## src/rtl/cu_readout.sv

```systemverilog
// Readout sequencer: on a decoded read command, streams one TDC result
// packet (optional header byte, then PKT_BYTES RAM bytes) to the UART.
module cu_readout #(
  parameter int PKT_BYTES = 6,
  parameter int RAM_LAT   = 1,
  parameter int HDR_EN    = 1
) (
  input  logic       clk,
  input  logic       res,
  input  logic       cmd_read,
  input  logic       cmd_reset,
  input  logic       dev_sel,
  input  logic [4:0] pkt_addr,
  output logic       ram_rd,
  output logic [7:0] ram_addr,
  input  logic [7:0] ram_dout,
  output logic [7:0] tx_dout,
  output logic       tx_start,
  input  logic       tx_busy,
  output logic       busy,
  output logic       done,
  output logic       overrun
);

  typedef enum logic [2:0] {
    S_IDLE,
    S_HDR,
    S_FETCH,
    S_WAIT,
    S_SEND,
    S_TXW,
    S_DONE
  } state_t;

  localparam logic [2:0] LAST_IDX = 3'(PKT_BYTES - 1);
  // WAIT always occupies at least one cycle; longer latencies add cycles so
  // SEND lands on the first cycle ram_dout is valid (RAM_LAT after ram_rd,
  // with ram_rd raised on entry to FETCH).
  localparam logic [1:0] WAIT_LAST = 2'((RAM_LAT > 2) ? RAM_LAT - 2 : 0);

  state_t     state;
  logic [4:0] addr_l;
  logic [2:0] byte_idx;
  logic [1:0] wait_cnt;
  logic       txw_first;
  logic       hdr_phase;

  // Sequencer state and all registered outputs.
  always_ff @(posedge clk) begin
    if (res) begin
      state     <= S_IDLE;
      addr_l    <= '0;
      byte_idx  <= '0;
      wait_cnt  <= '0;
      txw_first <= 1'b0;
      hdr_phase <= 1'b0;
      ram_rd    <= 1'b0;
      ram_addr  <= '0;
      tx_dout   <= '0;
      tx_start  <= 1'b0;
      busy      <= 1'b0;
      done      <= 1'b0;
      overrun   <= 1'b0;
    end else begin
      ram_rd   <= 1'b0;
      tx_start <= 1'b0;
      done     <= 1'b0;
      overrun  <= cmd_read && (state != S_IDLE);

      if (cmd_reset) begin
        // Abort from any state; in IDLE this also drops a coincident read.
        state     <= S_IDLE;
        byte_idx  <= '0;
        txw_first <= 1'b0;
        hdr_phase <= 1'b0;
        busy      <= 1'b0;
      end else begin
        case (state)
          S_IDLE: begin
            if (cmd_read && dev_sel) begin
              addr_l   <= pkt_addr;
              byte_idx <= '0;
              busy     <= 1'b1;
              if (HDR_EN != 0) begin
                state <= S_HDR;
              end else begin
                state    <= S_FETCH;
                ram_rd   <= 1'b1;
                ram_addr <= {pkt_addr, 3'd0};
              end
            end
          end
          S_HDR: begin
            if (!tx_busy) begin
              tx_dout   <= {3'b101, addr_l};
              tx_start  <= 1'b1;
              txw_first <= 1'b1;
              hdr_phase <= 1'b1;
              state     <= S_TXW;
            end
          end
          S_FETCH: begin
            wait_cnt <= '0;
            state    <= S_WAIT;
          end
          S_WAIT: begin
            if (wait_cnt >= WAIT_LAST) begin
              state <= S_SEND;
            end else begin
              wait_cnt <= wait_cnt + 2'd1;
            end
          end
          S_SEND: begin
            if (!tx_busy) begin
              tx_dout   <= ram_dout;
              tx_start  <= 1'b1;
              txw_first <= 1'b1;
              hdr_phase <= 1'b0;
              state     <= S_TXW;
            end
          end
          S_TXW: begin
            if (txw_first) begin
              txw_first <= 1'b0;
            end else if (!tx_busy) begin
              if (hdr_phase) begin
                hdr_phase <= 1'b0;
                ram_rd    <= 1'b1;
                ram_addr  <= {addr_l, byte_idx};
                state     <= S_FETCH;
              end else if (byte_idx == LAST_IDX) begin
                done  <= 1'b1;
                state <= S_DONE;
              end else begin
                byte_idx <= byte_idx + 3'd1;
                ram_rd   <= 1'b1;
                ram_addr <= {addr_l, byte_idx + 3'd1};
                state    <= S_FETCH;
              end
            end
          end
          S_DONE: begin
            busy  <= 1'b0;
            state <= S_IDLE;
          end
          default: begin
            busy  <= 1'b0;
            state <= S_IDLE;
          end
        endcase
      end
    end
  end

endmodule
```

## config.mk

```make
export PLATFORM = sky130hd
export DESIGN_NAME = cu_readout
export DESIGN_NICKNAME = d
export VERILOG_FILES = /design/src/rtl/cu_readout.sv
export SDC_FILE = /design/constraint.sdc
export NUM_CORES = 1
export LEC_CHECK = 0
export BUFFER_PORTS_ARGS = -buffer_cell sky130_fd_sc_hd__buf_2
export CORE_MARGIN = 4
export CORE_UTILIZATION = 40
export DETAILED_ROUTE_END_ITERATION = 8
export PLACE_DENSITY = 0.71
export SYNTH_ARGS = -nofsm -noshare
export SYNTH_HDL_FRONTEND = slang
export SYNTH_SLANG_ARGS = --single-unit
```

## constraint.sdc

```tcl
create_clock -name clk -period 2.6 [get_ports clk]
set_input_delay 0 -clock clk [delete_from_list [all_inputs] [get_ports clk]]
set_output_delay 0 -clock clk [all_outputs]
set_load 0.005 [all_outputs]
```

==> qor.yml <==
worst_ir_drop_vdd_mv: 0.2949
synth_enable_flop_cells: 0
placed_cell_area_sq_um: 1779
p_int_mw: 0.8605
initial_antenna_violation_count: 0
tritoncts_num_sinks: 34
dieArea_sq_um: 5013
postRouteAntennaNets: 0
power_frac_clock_pct: 43.1
worst-setup-path-type: "reg -> reg"
whs_ns: 0.06328
layout.core_utilization_pct: 52.77
hold_class: "in -> reg"
layout.nets: 231
post-place-cells: 242
power.sequential.fraction_pct: 49.0
final.period_utilization_pct: 69.43
setup.reg_to_reg.worst_slack_ns: 0.79
cts_max_path_buffers: 2
post_cts.repair.setup_buffers: 0
routed-via-count: 1296
core_area_sq_um: 3744
die_x_um: 70.81
maxClockFrequency_mhz: 554.0
r2r_end: "ram_addr[4]"
dp_slack_ns: 0.7783
finalMaxSlewViolations: 0
antenna-diode-count: 0
slew_headroom_pct: 57.72
power.share.combinational_pct: 7.9
cts_htree_levels: 2
cts.clk_slew.worst_paths_ns: 0.07
die_height_um: 70.81
pwr_density_cell_nw_per_um2: 557.1
fin_cells: 259
placement_rows: 22
initial_utilization_pct: 42.15
yosysTopAreaCell: "dfxtp_1"
ys_top_cells_by_area: "dfxtp_1, mux2i_1, nor2_1, a211oi_1, nor4_4"
worst-r2r-cell-count: 5
fin_total_pwr_mw: 1.101
grt_first_pass_wirelength_um: 5733
grt_start_max_net_pins: 25
reg2reg_from: "state[1]"
worst-endpoint-arrival_ns: 1.98
p_sw_mw: 0.2401
areaGrowthSynthToFinish_pct: 25.22
status: "finished, final reports clean"
top_level_ports: 40
post_synth_num_cell_types: 42
synth_top_cells_by_count: "dfxtp_1, nor2_1, mux2i_1"
final.fill_count: 373
critical_path.startpoint_type: "flop"
drt_iter0_drc: 57
final_critical_path_setup_slack_ns: 0.7948
worstMarginPinSlew_ns: 0.6334
port_buffers: 39
critical_path.max_fanout: 16
syn_avg_cell_area_sq_um: 9.621
route.detailed.wl_per_inst_um: 13.19
final_cell_area_sq_um: 1976
hold_path_depth: 3
setup_violations: 0
worstHoldStart: "ram_dout[2]"
synthDominantCellAreaShare_pct: 43.14
final_layout_size_suffix_gt1_share_pct: 28.44
cts_hold_bufs: 9
multi_input_comb_area_sq_um: 802.0
cts_buffers: 5
finalHoldViolCount: 0
switching_share_pct: 21.81
ys.warnings.count: 0
net_count_after_synthesis: 185
finalWorstPathRequiredPeriod_ns: 1.805
async_reset_ff_share_pct: 0
route.final.wire_length_um: 3417
setup_repair_after_global_routing_missed_its_margin: "no"
ys_seq_elements: 34
whs_endpoint: "tx_dout[2]"
critical_path_required_ns: 2.78
synth.yosys.seq_area_share_pct: 43.14
dpl.hpwl_um: 2404
cts_root_buffer: "clkbuf_8"
power.static_leakage_nw: 0.8052
grt_overflow: 0
seq_area_sq_um: 680.7
post_synth_instance_area_sq_um: 1578
setup.worst_path.end_class: "flop"
finalWeightedCongestion: 0.7529
maxCapViolCount: 0
detail_route.first_pass.iterations: 4
tritoncts: "built"
post-synth-top-count-cell: "dfxtp_1"
finClkSkew_ns: 0.005199
routed_via_density: 5.004
synth_flop_cell: "dfxtp_1"
cts_resized: 0
synthCells: 164
vias_in_the_first_global_route: 1198
clock_insertion_delay_worst_skew_ns: 0.29
global_route.usage.total_pct: 14.41
tns_ns: 0
post-route-drc-count: 0
-- cell type report --
cell class                      instances  area share, %
Tap cell                               48          3.040
Timing Repair Buffer                   51          15.58
Inverter                                5         0.9500
Multi-Input combinational cell        113          40.60
Clock inverter                          1          1.520
Sequential cell                        34          34.45
Clock buffer                            7          3.863
-- cell usage in the layout (no fill, tap or decap), types with 2 or more instances in the layout --
cell type | netlist | layout
or2_2 | 3 | 3
a31oi_1 | 2 | 2
nor3_1 | 4 | 4
buf_2 | 1 | 39
clkbuf_8 | 0 | 5
clkbuf_1 | 5 | 2
a21oi_1 | 5 | 5
nand2_1 | 5 | 5
dfxtp_1 | 34 | 34
a211oi_1 | 7 | 7
and3_1 | 2 | 2
o21ai_0 | 2 | 2
nor2_1 | 30 | 30
ha_1 | 2 | 2
a311oi_1 | 2 | 2
buf_4 | 2 | 3
mux2_2 | 2 | 2
mux2i_1 | 17 | 17
xnor2_1 | 3 | 3
dlygate4sd3_1 | 0 | 9
a2bb2oi_1 | 2 | 2
nor3b_1 | 2 | 2
nor4_4 | 2 | 2
inv_1 | 5 | 5
and2_1 | 2 | 2
nor2b_1 | 3 | 3
-- power groups by stage --
stage / clock network [mW] / registers [mW] / logic [mW]
3_5_place_dp: 0 / 0.551 / 0.0777
3_3_place_gp: 0 / 0.550 / 0.0773
5_1_grt: 0.512 / 0.540 / 0.0981
2_1_floorplan: 0 / 0.546 / 0.0537
6_report: 0.475 / 0.539 / 0.0871
4_1_cts: 0.483 / 0.539 / 0.0880
-- kinds of logic after synthesis --
| kind of cell | Yosys count | synth area share, % |
|---|---|---|
| AND/OR/NAND/NOR | 61 | 21.49 |
| flip-flops | 34 | 43.14 |
| AO/OA/AOI/OAI | 28 | 13.88 |
| multiplexers | 19 | 12.21 |
| buffers and inverters | 17 | 6.026 |
| XOR/XNOR | 3 | 1.666 |
| adder cells (fa/ha/maj) | 2 | 1.586 |
-- flip-flops by register name, summed over array words and instances (netlist names) --
name	flops
busy	1
tx_start	1
ram_rd	1
txw_first	1
byte_idx	3
done	1
state	3
tx_dout	8
overrun	1
ram_addr	8
addr_l	5
hdr_phase	1
-- routing by layer --
metal | GRT usage, % | share of wire, %
met3 | 5.682 | 6.3
met1 | 19.69 | 48
met5 | 0 | 0
met2 | 20.91 | 44
met4 | 4.384 | 1.2
-- worst max path at each step --
stage,startpoint,end
global placement,state[1],ram_addr[0]
floorplan,state[1],ram_addr[3]
global route,state[0],state[0]
CTS,state[1],ram_addr[4]
detailed placement,state[1],ram_addr[4]
finish,state[1],ram_addr[4]
-- worst max-delay path, cell delays in order (launching register included) --
cell and delay [ns]:
dfxtp_1 0.51, or3_1 0.47, nor4_2 0.22, buf_4 0.24, mux2i_1 0.21, nor2_1 0.05
Power figures use the tool's default switching activity.
